<file path="config.mk">
export PLATFORM = sky130hd
export DESIGN_NAME = seg7_scan_driver
export DESIGN_NICKNAME = d
export VERILOG_FILES = /design/src/rtl/seg7_pkg.sv /design/src/rtl/seg7_hex_lut.sv /design/src/rtl/seg7_scan_driver.sv
export SDC_FILE = /design/constraint.sdc
export NUM_CORES = 1
export LEC_CHECK = 0
export ABC_AREA = 1
export BUFFER_PORTS_ARGS = -buffer_cell sky130_fd_sc_hd__buf_2
export CORE_UTILIZATION = 61
export DETAILED_ROUTE_END_ITERATION = 6
export PLACE_DENSITY_LB_ADDON = 0.15
export SLEW_MARGIN = 20
export SYNTH_ARGS = -nofsm -noshare
export SYNTH_HDL_FRONTEND = slang
export SYNTH_SLANG_ARGS = --single-unit
</file>
<file path="constraint.sdc">
create_clock -name i_clk -period 2.8 [get_ports i_clk]
set_clock_uncertainty 0.15 [all_clocks]
set_input_delay 0.56 -clock i_clk [delete_from_list [all_inputs] [get_ports i_clk]]
set_output_delay 0.56 -clock i_clk [all_outputs]
set_load 0.02 [all_outputs]
</file>
<file path="src/rtl/seg7_pkg.sv">
// Shared types and hex-to-segment encoding for the 7-segment scan driver.
// Segment codes are active-low gfedcba; the top applies board polarity.
package seg7_pkg;

  localparam logic [6:0] SEG_BLANK = 7'b1111111;

  typedef enum logic [1:0] {
    IDLE,
    GUARD,
    ON
  } scan_state_t;

  function automatic logic [6:0] hex_to_seg(input logic [3:0] nib);
    logic [6:0] seg;
    case (nib)
      4'h0: seg = 7'b1000000;
      4'h1: seg = 7'b1111001;
      4'h2: seg = 7'b0100100;
      4'h3: seg = 7'b0110000;
      4'h4: seg = 7'b0011001;
      4'h5: seg = 7'b0010010;
      4'h6: seg = 7'b0000010;
      4'h7: seg = 7'b1111000;
      4'h8: seg = 7'b0000000;
      4'h9: seg = 7'b0011000;
      4'hA: seg = 7'b0001000;
      4'hB: seg = 7'b0000011;
      4'hC: seg = 7'b1000110;
      4'hD: seg = 7'b0100001;
      4'hE: seg = 7'b0000110;
      default: seg = 7'b0001110;
    endcase
    return seg;
  endfunction

endpackage

</file>
<file path="src/rtl/seg7_hex_lut.sv">
// Combinational nibble to active-low gfedcba segment lookup.
// Zero latency; no flow control.
module seg7_hex_lut
  import seg7_pkg::*;
(
  input  logic [3:0] i_nib,
  output logic [6:0] o_seg
);

  assign o_seg = hex_to_seg(i_nib);

endmodule

</file>
<file path="src/rtl/seg7_scan_driver.sv">
// Multiplexed N-digit hex display driver: double-buffered digits, guard time, LZ blanking, blink.
// All pin outputs registered one clock after the scan state; no backpressure, loads always accepted.
module seg7_scan_driver
  import seg7_pkg::*;
#(
  parameter int NUM_DIGITS   = 4,
  parameter int SCAN_DIV     = 50000,
  parameter int GUARD_CYCLES = 500,
  parameter int BLINK_DIV    = 25000000,
  parameter int SEG_ACT_LOW  = 1,
  parameter int AN_ACT_LOW   = 1
) (
  input  logic                    i_clk,
  input  logic                    i_rst_n,
  input  logic                    i_enable,
  input  logic                    i_load,
  input  logic [4*NUM_DIGITS-1:0] i_digits,
  input  logic [NUM_DIGITS-1:0]   i_dp,
  input  logic [NUM_DIGITS-1:0]   i_blink_mask,
  input  logic                    i_blank_lz,
  output logic [6:0]              o_seg,
  output logic                    o_dp,
  output logic [NUM_DIGITS-1:0]   o_an,
  output logic                    o_frame_done
);

  localparam int CNT_W = (SCAN_DIV > 1) ? $clog2(SCAN_DIV) : 1;
  localparam int BLK_W = (BLINK_DIV > 1) ? $clog2(BLINK_DIV) : 1;
  localparam int IDX_W = (NUM_DIGITS > 1) ? $clog2(NUM_DIGITS) : 1;
  localparam logic [CNT_W-1:0] GUARD_LAST = CNT_W'(GUARD_CYCLES - 1);
  localparam logic [CNT_W-1:0] ON_LAST    = CNT_W'(SCAN_DIV - GUARD_CYCLES - 1);
  localparam logic [BLK_W-1:0] BLINK_LAST = BLK_W'(BLINK_DIV - 1);
  localparam logic [IDX_W-1:0] IDX_LAST   = IDX_W'(NUM_DIGITS - 1);
  localparam logic [6:0]            SEG_OFF = (SEG_ACT_LOW != 0) ? 7'h7F : 7'h00;
  localparam logic                  DP_OFF  = (SEG_ACT_LOW != 0);
  localparam logic [NUM_DIGITS-1:0] AN_OFF  = (AN_ACT_LOW != 0) ? '1 : '0;

  if (NUM_DIGITS < 1 || NUM_DIGITS > 8) begin : g_bad_num_digits
    $error("seg7_scan_driver: NUM_DIGITS must be 1..8");
  end
  if (GUARD_CYCLES < 0 || SCAN_DIV <= GUARD_CYCLES) begin : g_bad_scan_div
    $error("seg7_scan_driver: need 0 <= GUARD_CYCLES < SCAN_DIV");
  end
  if (BLINK_DIV < 1) begin : g_bad_blink_div
    $error("seg7_scan_driver: BLINK_DIV must be >= 1");
  end

  scan_state_t               state_q, state_d;
  logic [IDX_W-1:0]          idx_q, idx_d;
  logic [CNT_W-1:0]          cnt_q, cnt_d;
  logic [BLK_W-1:0]          blink_cnt_q, blink_cnt_d;
  logic                      blink_vis_q, blink_vis_d;
  logic [4*NUM_DIGITS-1:0]   act_dig_q, act_dig_d, pend_dig_q, pend_dig_d;
  logic [NUM_DIGITS-1:0]     act_dp_q, act_dp_d, pend_dp_q, pend_dp_d;
  logic [NUM_DIGITS-1:0]     act_blk_q, act_blk_d, pend_blk_q, pend_blk_d;
  logic                      pend_vld_q, pend_vld_d;
  logic [6:0]                seg_q, seg_d;
  logic                      dp_q, dp_d;
  logic [NUM_DIGITS-1:0]     an_q, an_d;
  logic                      frame_done_q, frame_done_d;

  logic                      wrap;
  logic [3:0]                nib;
  logic                      dp_bit, blk_bit, upper_nz, show, hide;
  logic [NUM_DIGITS-1:0]     an_hot;
  logic [6:0]                lut_seg, seg_al;

  always_comb begin : fsm
    state_d = state_q;
    idx_d   = idx_q;
    cnt_d   = cnt_q;
    wrap    = 1'b0;
    if (!i_enable) begin
      state_d = IDLE;
      idx_d   = '0;
      cnt_d   = '0;
    end else begin
      case (state_q)
        IDLE: begin
          state_d = (GUARD_CYCLES == 0) ? ON : GUARD;
          idx_d   = '0;
          cnt_d   = '0;
        end
        GUARD: begin
          if (cnt_q == GUARD_LAST) begin
            state_d = ON;
            cnt_d   = '0;
          end else begin
            cnt_d = cnt_q + 1'b1;
          end
        end
        ON: begin
          if (cnt_q == ON_LAST) begin
            cnt_d   = '0;
            state_d = (GUARD_CYCLES == 0) ? ON : GUARD;
            if (idx_q == IDX_LAST) begin
              idx_d = '0;
              wrap  = 1'b1;
            end else begin
              idx_d = idx_q + 1'b1;
            end
          end else begin
            cnt_d = cnt_q + 1'b1;
          end
        end
        default: state_d = IDLE;
      endcase
    end
  end

  // The frame boundary is the cycle o_frame_done is high, so a load seen then lands in active directly.
  always_comb begin : buffers
    act_dig_d  = act_dig_q;
    act_dp_d   = act_dp_q;
    act_blk_d  = act_blk_q;
    pend_dig_d = pend_dig_q;
    pend_dp_d  = pend_dp_q;
    pend_blk_d = pend_blk_q;
    pend_vld_d = pend_vld_q;
    if (frame_done_q) begin
      pend_vld_d = 1'b0;
      if (i_load) begin
        act_dig_d = i_digits;
        act_dp_d  = i_dp;
        act_blk_d = i_blink_mask;
      end else if (pend_vld_q) begin
        act_dig_d = pend_dig_q;
        act_dp_d  = pend_dp_q;
        act_blk_d = pend_blk_q;
      end
    end else if (i_load) begin
      pend_dig_d = i_digits;
      pend_dp_d  = i_dp;
      pend_blk_d = i_blink_mask;
      pend_vld_d = 1'b1;
    end
  end

  always_comb begin : blink
    blink_cnt_d = blink_cnt_q + 1'b1;
    blink_vis_d = blink_vis_q;
    if (blink_cnt_q == BLINK_LAST) begin
      blink_cnt_d = '0;
      blink_vis_d = ~blink_vis_q;
    end
  end

  // Uses the next active buffer so digit 0 of a new frame never shows a stale value.
  always_comb begin : digit_sel
    nib      = 4'd0;
    dp_bit   = 1'b0;
    blk_bit  = 1'b0;
    upper_nz = 1'b0;
    an_hot   = '0;
    for (int k = 0; k < NUM_DIGITS; k++) begin
      if (idx_q == IDX_W'(k)) begin
        nib       = act_dig_d[4*k +: 4];
        dp_bit    = act_dp_d[k];
        blk_bit   = act_blk_d[k];
        an_hot[k] = 1'b1;
      end
      if (IDX_W'(k) >= idx_q && act_dig_d[4*k +: 4] != 4'd0) begin
        upper_nz = 1'b1;
      end
    end
  end

  seg7_hex_lut u_hex_lut (
    .i_nib (nib),
    .o_seg (lut_seg)
  );

  always_comb begin : out_next
    show         = i_enable && (state_q == ON);
    hide         = (i_blank_lz && (idx_q != '0) && !upper_nz) || (!blink_vis_q && blk_bit);
    seg_al       = (show && !hide) ? lut_seg : SEG_BLANK;
    seg_d        = (SEG_ACT_LOW != 0) ? seg_al : ~seg_al;
    dp_d         = (show && !hide && dp_bit) ^ DP_OFF;
    an_d         = show ? (an_hot ^ AN_OFF) : AN_OFF;
    frame_done_d = wrap;
  end

  always_ff @(posedge i_clk or negedge i_rst_n) begin
    if (!i_rst_n) begin
      state_q      <= IDLE;
      idx_q        <= '0;
      cnt_q        <= '0;
      blink_cnt_q  <= '0;
      blink_vis_q  <= 1'b1;
      act_dig_q    <= '0;
      act_dp_q     <= '0;
      act_blk_q    <= '0;
      pend_dig_q   <= '0;
      pend_dp_q    <= '0;
      pend_blk_q   <= '0;
      pend_vld_q   <= 1'b0;
      seg_q        <= SEG_OFF;
      dp_q         <= DP_OFF;
      an_q         <= AN_OFF;
      frame_done_q <= 1'b0;
    end else begin
      state_q      <= state_d;
      idx_q        <= idx_d;
      cnt_q        <= cnt_d;
      blink_cnt_q  <= blink_cnt_d;
      blink_vis_q  <= blink_vis_d;
      act_dig_q    <= act_dig_d;
      act_dp_q     <= act_dp_d;
      act_blk_q    <= act_blk_d;
      pend_dig_q   <= pend_dig_d;
      pend_dp_q    <= pend_dp_d;
      pend_blk_q   <= pend_blk_d;
      pend_vld_q   <= pend_vld_d;
      seg_q        <= seg_d;
      dp_q         <= dp_d;
      an_q         <= an_d;
      frame_done_q <= frame_done_d;
    end
  end

  assign o_seg        = seg_q;
  assign o_dp         = dp_q;
  assign o_an         = an_q;
  assign o_frame_done = frame_done_q;

endmodule

</file>
==> impl_metrics.yaml, run 1 <==
global_route:
  first_global_vias: 5186
  gr-total-overflow: 0
  number_of_antenna_violations_at_the_first_check_in_global_routing: 0
  groute.usage.overall_pct: 27.11
  maximum_number_of_pins_on_one_net_before_global_route_repair: 56
  grt_pass1_wl_mm: 21.88
clock_tree:
  cts_inserted_buffers: 9
  tritoncts_clock_tree: "built"
  cts.root.buffer_cell: "sky130_fd_sc_hd__clkbuf_8"
  clk_latency_ns: 0.36
  gates_resized_cts_repair: 0
  cts_setup_buffers: 0
  cts_max_path_buffers: 2
  ctsHtreeMaxLevel: 3
  clk_pin_slew_ns: 0.10
  cts_sinks: 108
  cts_hold_repair.buffers: 0
critical_path:
  cpMostUsedCell: "sky130_fd_sc_hd__nand2_1"
  worstPathMaxFanout: 14
  timing.critical_path.slowest_stage_cell: "sky130_fd_sc_hd__dfrtp_1"
  worst-setup-path-type: "register to register"
  r2r_start: "pend_vld_q$_DFFE_PN0P_"
  end_kind: "register"
  cpLargestDelayFamily: "simple AND/OR/NAND/NOR gates"
  cp.buffers_inverters: 1
  crit_path_start: "pend_vld_q$_DFFE_PN0P_"
  critPathMaxStageDelay_ns: 0.65
  timing.critical_path.required_ns: 2.94
  critical_path_arrival_ns: 2.69
  setup.reg_to_reg.worst_slack_ns: 0.25
  startpoint_type: "register"
  critical_path_cell_sequence: "nand2_2 > o21ai_1 > nand2_1 > nand3_1 > nand3_1 > nand2_1 > nand2_1 > inv_2 > ha_1 > nand3_1 > nand2_1 > nand2_1 > nand3_1"
route:
  route.antenna.remaining_nets: 0
  drt_pass1_iterations: 5
  route.detailed.drc: 0
  route.vias.total: 5128
  drc_violation_total_after_the_first_tritonroute_iteration: 201
  route.detailed.wl_per_inst_um: 13.21
  vias_per_std_cell: 5.404
  totalWireLength_mm: 12.54
logic_synthesis:
  yosys.area_share.simple_pct: 28.50
  dominant_combinational_cell_family_by_area_after_synthesis: "simple AND/OR/NAND/NOR gates"
  post_synth.cell_area_avg_um2: 7.728
  syn_inst: 771
  number_of_register_bits_inferred_by_synthesis: 108
  synth_fa_ha_area_share_pct: 3.150
  synthesized_area_fraction_occupied_by_ao_oa_aoi_and_oai_cells_pct: 9.765
  synth_fp_nets: 815
  synth-async-reset-ratio_pct: 100.0
  register_area_share_after_synthesis_pct: 45.63
  synth_edf_count: 0
  synth_warnings: 0
  synthesis.area_um2: 5958
  yosys-mux-area-fraction_pct: 1.512
  synth_cell_types: 42
  synth-main-ff-cell: "sky130_fd_sc_hd__dfrtp_1"
  synth-xor-area-share_pct: 1.176
power_and_ir_drop:
  ir_drop_v: 0.0002556
  power_density_over_the_cells_nw_per_um2: 489.3
  p_int_mw: 2.162
  power_switching_mw: 1.002
  combinational_fraction_of_design_power_pct: 20.4
  post-layout-total-power_mw: 3.164
  clock_power_share_pct: 27.5
  leakagePower_nw: 3.170
  p_seq_share_pct: 52.1
  power_switching_share_pct: 31.68
placement:
  placedInstanceArea_um2: 6291
  portBuffers: 41
  place_hpwl_mm: 9.313
  final_weighted_congestion_in_routability_driven_placement: 0.9615
finish:
  design_area_um2: 6466
  multi_input_area_um2: 2628
  fillerInstances: 795
  drive_gt1_share_pct: 15.00
  layout.nets: 859
  sequential_cell_area_um2: 2719
  syn2layout_area_growth_pct: 8.526
  antenna_cells_inserted: 0
floorplanning:
  placement_rows: 35
  dieHeight_um: 100.8
  number_of_placed_i_o_pins: 42
  die_width_um: 100.8
  core-area_um2: 9371
  initial_utilization_pct: 63.58
  die_area_um2: 10170
sta:
  max_clock_freq_ghz: 0.3929
  report.final.setup_viol: 0
  timing.final.hold_violations: 0
  hold_slack_ns: 0.06740
  worst_pin_slew_ns: 0.7115
  drv_slew: 0
  timing.final.crit_period_ns: 2.545
  min_period_over_period_pct: 90.90
  slew_headroom_pct: 52.56
  tns_ns: 0
  rsz0062_at_grt: "false"
outcome:
  outcome: "complete, no violations"
min_path:
  hold_path.class: "primary input to asynchronous set/reset pin"
flow_run:
  drv_cap: 0
metrics by stage:
step,worst slack (ns),util (%),cells
2_1_floorplan,0.6753,-,771
3_3_place_gp,0.2610,67.13,933
3_5_place_dp,0.1743,67.13,933
4_1_cts,0.2953,69.00,949
5_1_grt,0.03168,69.00,949
6_report,0.2549,69.00,949
layer usage:
layer	vias to the layer above	GRT usage [%]	wire, µm
met5	-	0	0
met3	33	3.953	430
li1	2528	-	-
met4	0	10.93	302
met1	2430	32.08	5397
met2	137	49.42	6404
power by group through the flow:
stage	combinational, mW	clock, mW	sequential (mW)
6_report	0.645	0.870	1.65
5_1_grt	0.735	0.957	1.66
4_1_cts	0.637	0.886	1.65
3_5_place_dp	0.633	0	1.68
3_3_place_gp	0.603	0	1.67
2_1_floorplan	0.445	0	1.67
layout make-up:
type,instances,area share (%)
Clock buffer,9,1.916
Timing Repair Buffer,54,4.915
Clock inverter,7,0.7933
Multi-Input combinational cell,518,40.63
Tap cell,129,2.496
Sequential cell,108,42.05
Inverter,124,7.198
cells by family after synthesis:
| logic type | count (synthesis) |
|---|---|
| AOI/OAI and AO/OA | 96 |
| xor gates and xnor gates | 8 |
| adders and majority gates | 15 |
| buffers and inverters | 145 |
| DFF | 108 |
| muxes | 8 |
| and+or+nand+nor | 391 |
Yosys cell counts (2+ instances only):
master / instances / area [µm²]
sky130_fd_sc_hd__nand2_1: 216 / 810.8
sky130_fd_sc_hd__inv_1: 120 / 450.4
sky130_fd_sc_hd__dfrtp_1: 95 / 2377
sky130_fd_sc_hd__nor2_1: 60 / 225.2
sky130_fd_sc_hd__nand3_1: 59 / 295.3
sky130_fd_sc_hd__o21ai_0: 47 / 235.2
sky130_fd_sc_hd__a21oi_1: 19 / 95.09
sky130_fd_sc_hd__ha_1: 15 / 187.7
sky130_fd_sc_hd__nand4_1: 15 / 93.84
sky130_fd_sc_hd__nor3_1: 14 / 70.07
sky130_fd_sc_hd__dfstp_2: 13 / 341.6
sky130_fd_sc_hd__buf_2: 9 / 45.04
sky130_fd_sc_hd__mux2_2: 8 / 90.09
sky130_fd_sc_hd__xor2_1: 8 / 70.07
sky130_fd_sc_hd__o22ai_1: 7 / 43.79
sky130_fd_sc_hd__buf_6: 6 / 67.56
sky130_fd_sc_hd__nand2_2: 6 / 37.54
sky130_fd_sc_hd__clkbuf_1: 5 / 18.77
sky130_fd_sc_hd__inv_2: 4 / 15.01
sky130_fd_sc_hd__nor3_2: 4 / 40.04
sky130_fd_sc_hd__nor4_1: 4 / 25.02
sky130_fd_sc_hd__o21ai_1: 4 / 20.02
sky130_fd_sc_hd__a211oi_1: 3 / 22.52
sky130_fd_sc_hd__a21oi_2: 3 / 26.28
sky130_fd_sc_hd__nand3b_1: 3 / 22.52
sky130_fd_sc_hd__a21boi_0: 2 / 15.01
sky130_fd_sc_hd__a21oi_4: 2 / 32.53
sky130_fd_sc_hd__and2_1: 2 / 12.51
sky130_fd_sc_hd__nand2_4: 2 / 22.52
sky130_fd_sc_hd__nor2_2: 2 / 12.51
sky130_fd_sc_hd__o21bai_2: 2 / 22.52
sky130_fd_sc_hd__or2_2: 2 / 12.51
cells in the final DEF, fill, tap and decap left out, types with 3 or more instances in the layout:
cell,n
sky130_fd_sc_hd__a21oi_1,19
sky130_fd_sc_hd__dfrtp_1,95
sky130_fd_sc_hd__nand3b_1,3
sky130_fd_sc_hd__inv_2,4
sky130_fd_sc_hd__o22ai_1,7
sky130_fd_sc_hd__nand4_1,15
sky130_fd_sc_hd__mux2_2,8
sky130_fd_sc_hd__a21oi_2,3
sky130_fd_sc_hd__nand2_2,6
sky130_fd_sc_hd__nor3_1,14
sky130_fd_sc_hd__ha_1,15
sky130_fd_sc_hd__nand2_1,216
sky130_fd_sc_hd__nor2_1,60
sky130_fd_sc_hd__nor4_1,4
sky130_fd_sc_hd__xor2_1,8
sky130_fd_sc_hd__buf_4,13
sky130_fd_sc_hd__o21ai_0,47
sky130_fd_sc_hd__inv_1,120
sky130_fd_sc_hd__o21ai_1,4
sky130_fd_sc_hd__buf_2,40
sky130_fd_sc_hd__clkbuf_8,9
sky130_fd_sc_hd__nor3_2,4
sky130_fd_sc_hd__a211oi_1,3
sky130_fd_sc_hd__dfstp_2,13
sky130_fd_sc_hd__nand3_1,59
flip-flops by register name, summed over array words and instances (netlist names), 4 cells and up:
name and cells:
act_blk_q 4, cnt_q 16, blink_cnt_q 25, act_dig_q 16, pend_dp_q 4, act_dp_q 4
pend_dig_q 16, pend_blk_q 4, o_seg 7, o_an 4
worst paths after layout:
| kind | cells after the start | end |
|---|---|---|
| setup / recovery | 13 | o_seg[3]$_DFF_PN1_ |
| hold / removal | 1 | pend_dig_q[2]$_DFFE_PN0P_ |
| setup reg to reg | 13 | o_seg[3]$_DFF_PN1_ |
| hold reg to reg | 1 | blink_cnt_q[0]$_DFF_PN0_ |
| max in group asynchronous | 2 | blink_vis_q$_DFFE_PN1N_ |
| min in group i_clk | 2 | pend_dp_q[1]$_DFFE_PN0P_ |
Power figures use the tool's default switching activity.
==> run 2: changes to the inputs <==
==> constraint.sdc (replaced) <==
create_clock -name i_clk -period 2.7 [get_ports i_clk]
set_clock_uncertainty 0.15 [all_clocks]
set_input_delay 0.54 -clock i_clk [delete_from_list [all_inputs] [get_ports i_clk]]
set_output_delay 0.54 -clock i_clk [all_outputs]
set_load 0.02 [all_outputs]
==> run 2 against run 1 <==
Effect of this change: critical path depth decreased by 1; via count decreased by 1.4%; critical path type unchanged; total power increased by 4.0%; combinational power increased by 0.9%; hold slack improved by 0.18 ns; utilization increased by 0.32 points; critical endpoint is now o_seg[5]$_DFF_PN1_; routed wire length decreased by 2.7%; highest routed layer unchanged; worst setup slack improved by 0.014 ns; flip-flop and latch count unchanged; register-to-register slack about the same; largest cell class unchanged.
==> impl_metrics.yaml, run 2 (synthesis gave the netlist of run 1 again) <==
critical_path:
  timing.critical_path.slowest_stage_cell: "sky130_fd_sc_hd__dfrtp_1"
  startpoint_type: "register"
  critPathMaxStageDelay_ns: 0.56
  r2r_start: "pend_vld_q$_DFFE_PN0P_"
  end_kind: "register"
  cp.buffers_inverters: 2
  cpMostUsedCell: "sky130_fd_sc_hd__nand2_1"
  worst-setup-path-type: "register to register"
  worst_r2r_endpoint: "o_seg[5]$_DFF_PN1_"
  timing.critical_path.required_ns: 2.86
  worst-r2r-cell-count: 12
  critical_path_cell_sequence: "o21ai_4 > inv_1 > or2_0 > nand2_1 > nor2_1 > a21oi_4 > inv_1 > ha_1 > nand2_1 > o21ai_0 > nand2_1 > nand2_1"
  cpLargestDelayFamily: "compound AO/OA/AOI/OAI gates"
  setup.reg_to_reg.worst_slack_ns: 0.27
  critical_path_arrival_ns: 2.59
  worstPathMaxFanout: 11
placement:
  final_weighted_congestion_in_routability_driven_placement: 0.9316
  portBuffers: 41
  place_hpwl_mm: 9.198
  post-place-ws_ns: 0.1755
clock_tree:
  cts.root.buffer_cell: "sky130_fd_sc_hd__clkbuf_8"
  cts_inserted_buffers: 9
  clk_latency_ns: 0.38
  tritoncts_clock_tree: "built"
  cts_sinks: 108
  ctsHtreeMaxLevel: 3
  clk_pin_slew_ns: 0.11
  cts_max_path_buffers: 2
sta:
  drv_slew: 0
  slew_headroom_pct: 57.32
  timing.final.hold_violations: 0
  tns_ns: 0
  min_period_over_period_pct: 90.02
  report.final.setup_viol: 0
  worst_pin_slew_ns: 0.6386
  timing.final.crit_period_ns: 2.431
  max_clock_freq_ghz: 0.4114
  setup_slack_ns: 0.2694
  rsz0062_at_grt: "false"
min_path:
  hold_depth: 2
  worst_hold_path.endpoint: "pend_blk_q[1]$_DFFE_PN0P_"
  hold_path.startpoint: "i_blink_mask[1]"
  hold_path.class: "primary input to register"
power_and_ir_drop:
  power_switching_share_pct: 31.68
  post-layout-total-power_mw: 3.291
  power_density_over_the_cells_nw_per_um2: 506.6
  combinational_fraction_of_design_power_pct: 19.8
  leakagePower_nw: 3.183
  clock_power_share_pct: 28.2
  p_int_mw: 2.248
  p_seq_share_pct: 52.0
  power_switching_mw: 1.043
  ir_drop_v: 0.0003626
route:
  drc_violation_total_after_the_first_tritonroute_iteration: 234
  route.vias.total: 5054
  totalWireLength_mm: 12.20
  route.detailed.wl_per_inst_um: 12.81
  route.detailed.drc: 0
  vias_per_std_cell: 5.309
  route.antenna.remaining_nets: 0
  drt_pass1_iterations: 5
global_route:
  first_global_vias: 4930
  number_of_antenna_violations_at_the_first_check_in_global_routing: 0
  maximum_number_of_pins_on_one_net_before_global_route_repair: 41
  gr-total-overflow: 0
  grt_pass1_wl_mm: 21.44
  groute.usage.overall_pct: 26.74
finish:
  final_cell_mix: "sky130_fd_sc_hd__nand2_1 (216), sky130_fd_sc_hd__inv_1 (120), sky130_fd_sc_hd__dfrtp_1 (95)"
  max_flop_register: "blink_cnt_q"
  sequential_cell_area_um2: 2719
  multi_input_area_um2: 2628
  finalCoreUtilization_pct: 69.32
  layout_commonest_cell: "sky130_fd_sc_hd__nand2_1"
  antenna_cells_inserted: 0
  layout.nets: 862
  drive_gt1_share_pct: 15.19
  largest_register_ffs: 25
  syn2layout_area_growth_pct: 9.030
  fillerInstances: 794
floorplanning:
  core-area_um2: 9371
  dieHeight_um: 100.8
  number_of_placed_i_o_pins: 42
  die_width_um: 100.8
  die_area_um2: 10170
  placement_rows: 35
  initial_utilization_pct: 63.58
flow_run:
  drv_cap: 0
outcome:
  outcome: "complete, no violations"
-- run 2: what timing repair did --
action	in CTS	in global routing
buffers inserted	0	0
hold buffers	1	0
endpoints found under the hold margin	27	0
gates resized for setup	0	0
setup endpoints to repair	0	0
-- run 2: worst max-delay path by stage --
stage,cells past startpoint,start,to,slack [ns]
after detailed placement,15,i_load,o_seg[1]$_DFF_PN1_,0.18
after CTS,12,pend_vld_q$_DFFE_PN0P_,o_seg[5]$_DFF_PN1_,0.26
after global placement,15,i_load,o_seg[1]$_DFF_PN1_,0.24
final,12,pend_vld_q$_DFFE_PN0P_,o_seg[5]$_DFF_PN1_,0.27
after global routing,13,pend_vld_q$_DFFE_PN0P_,o_seg[1]$_DFF_PN1_,0.003
after floorplan,15,i_load,o_seg[1]$_DFF_PN1_,0.60
-- run 2: cell type report --
| type | instances | share of cell area [%] |
|---|---|---|
| clock inverters | 7 | 0.8667 |
| repair buffers | 57 | 5.277 |
| clock buffers | 9 | 1.907 |
| flip-flops and latches | 108 | 41.85 |
| multi-input cells | 518 | 40.45 |
| inverters | 124 | 7.165 |
| well taps | 129 | 2.485 |
-- run 2: layer usage --
layer | share of wire, % | track usage (%)
met1 | 43 | 31.65
met2 | 51 | 48.26
met3 | 3.7 | 4.924
met4 | 2.2 | 10.14
met5 | 0 | 0
-- run 2: worst reg2reg max path: cells and delay by family (launching register included) --
kind                       cells  cell delay [ns]
AOI/OAI and AO/OA              3             0.65
and+or+nand+nor                6             0.59
DFF                            1             0.56
adders and majority gates      1             0.22
buffers and inverters          2             0.21
-- run 2: power by group through the flow --
stage,Clock [mW],Sequential [mW],Combinational (mW)
floorplan,0,1.74,0.461
global placement,0,1.74,0.623
detailed placement,0,1.74,0.650
CTS,0.958,1.71,0.654
global route,1.02,1.72,0.758
finish,0.930,1.71,0.651
-- run 2: through the flow --
step / std cells / hold WS (ns) / cell area (µm²)
finish: 952 / 0.2508 / 6496
global route: 952 / 0.2452 / 6496
CTS: 952 / 0.2431 / 6496
detailed placement: 935 / 0.3128 / 6306
global placement: 935 / 0.2964 / 6306
floorplan: 771 / 0.09441 / 5958
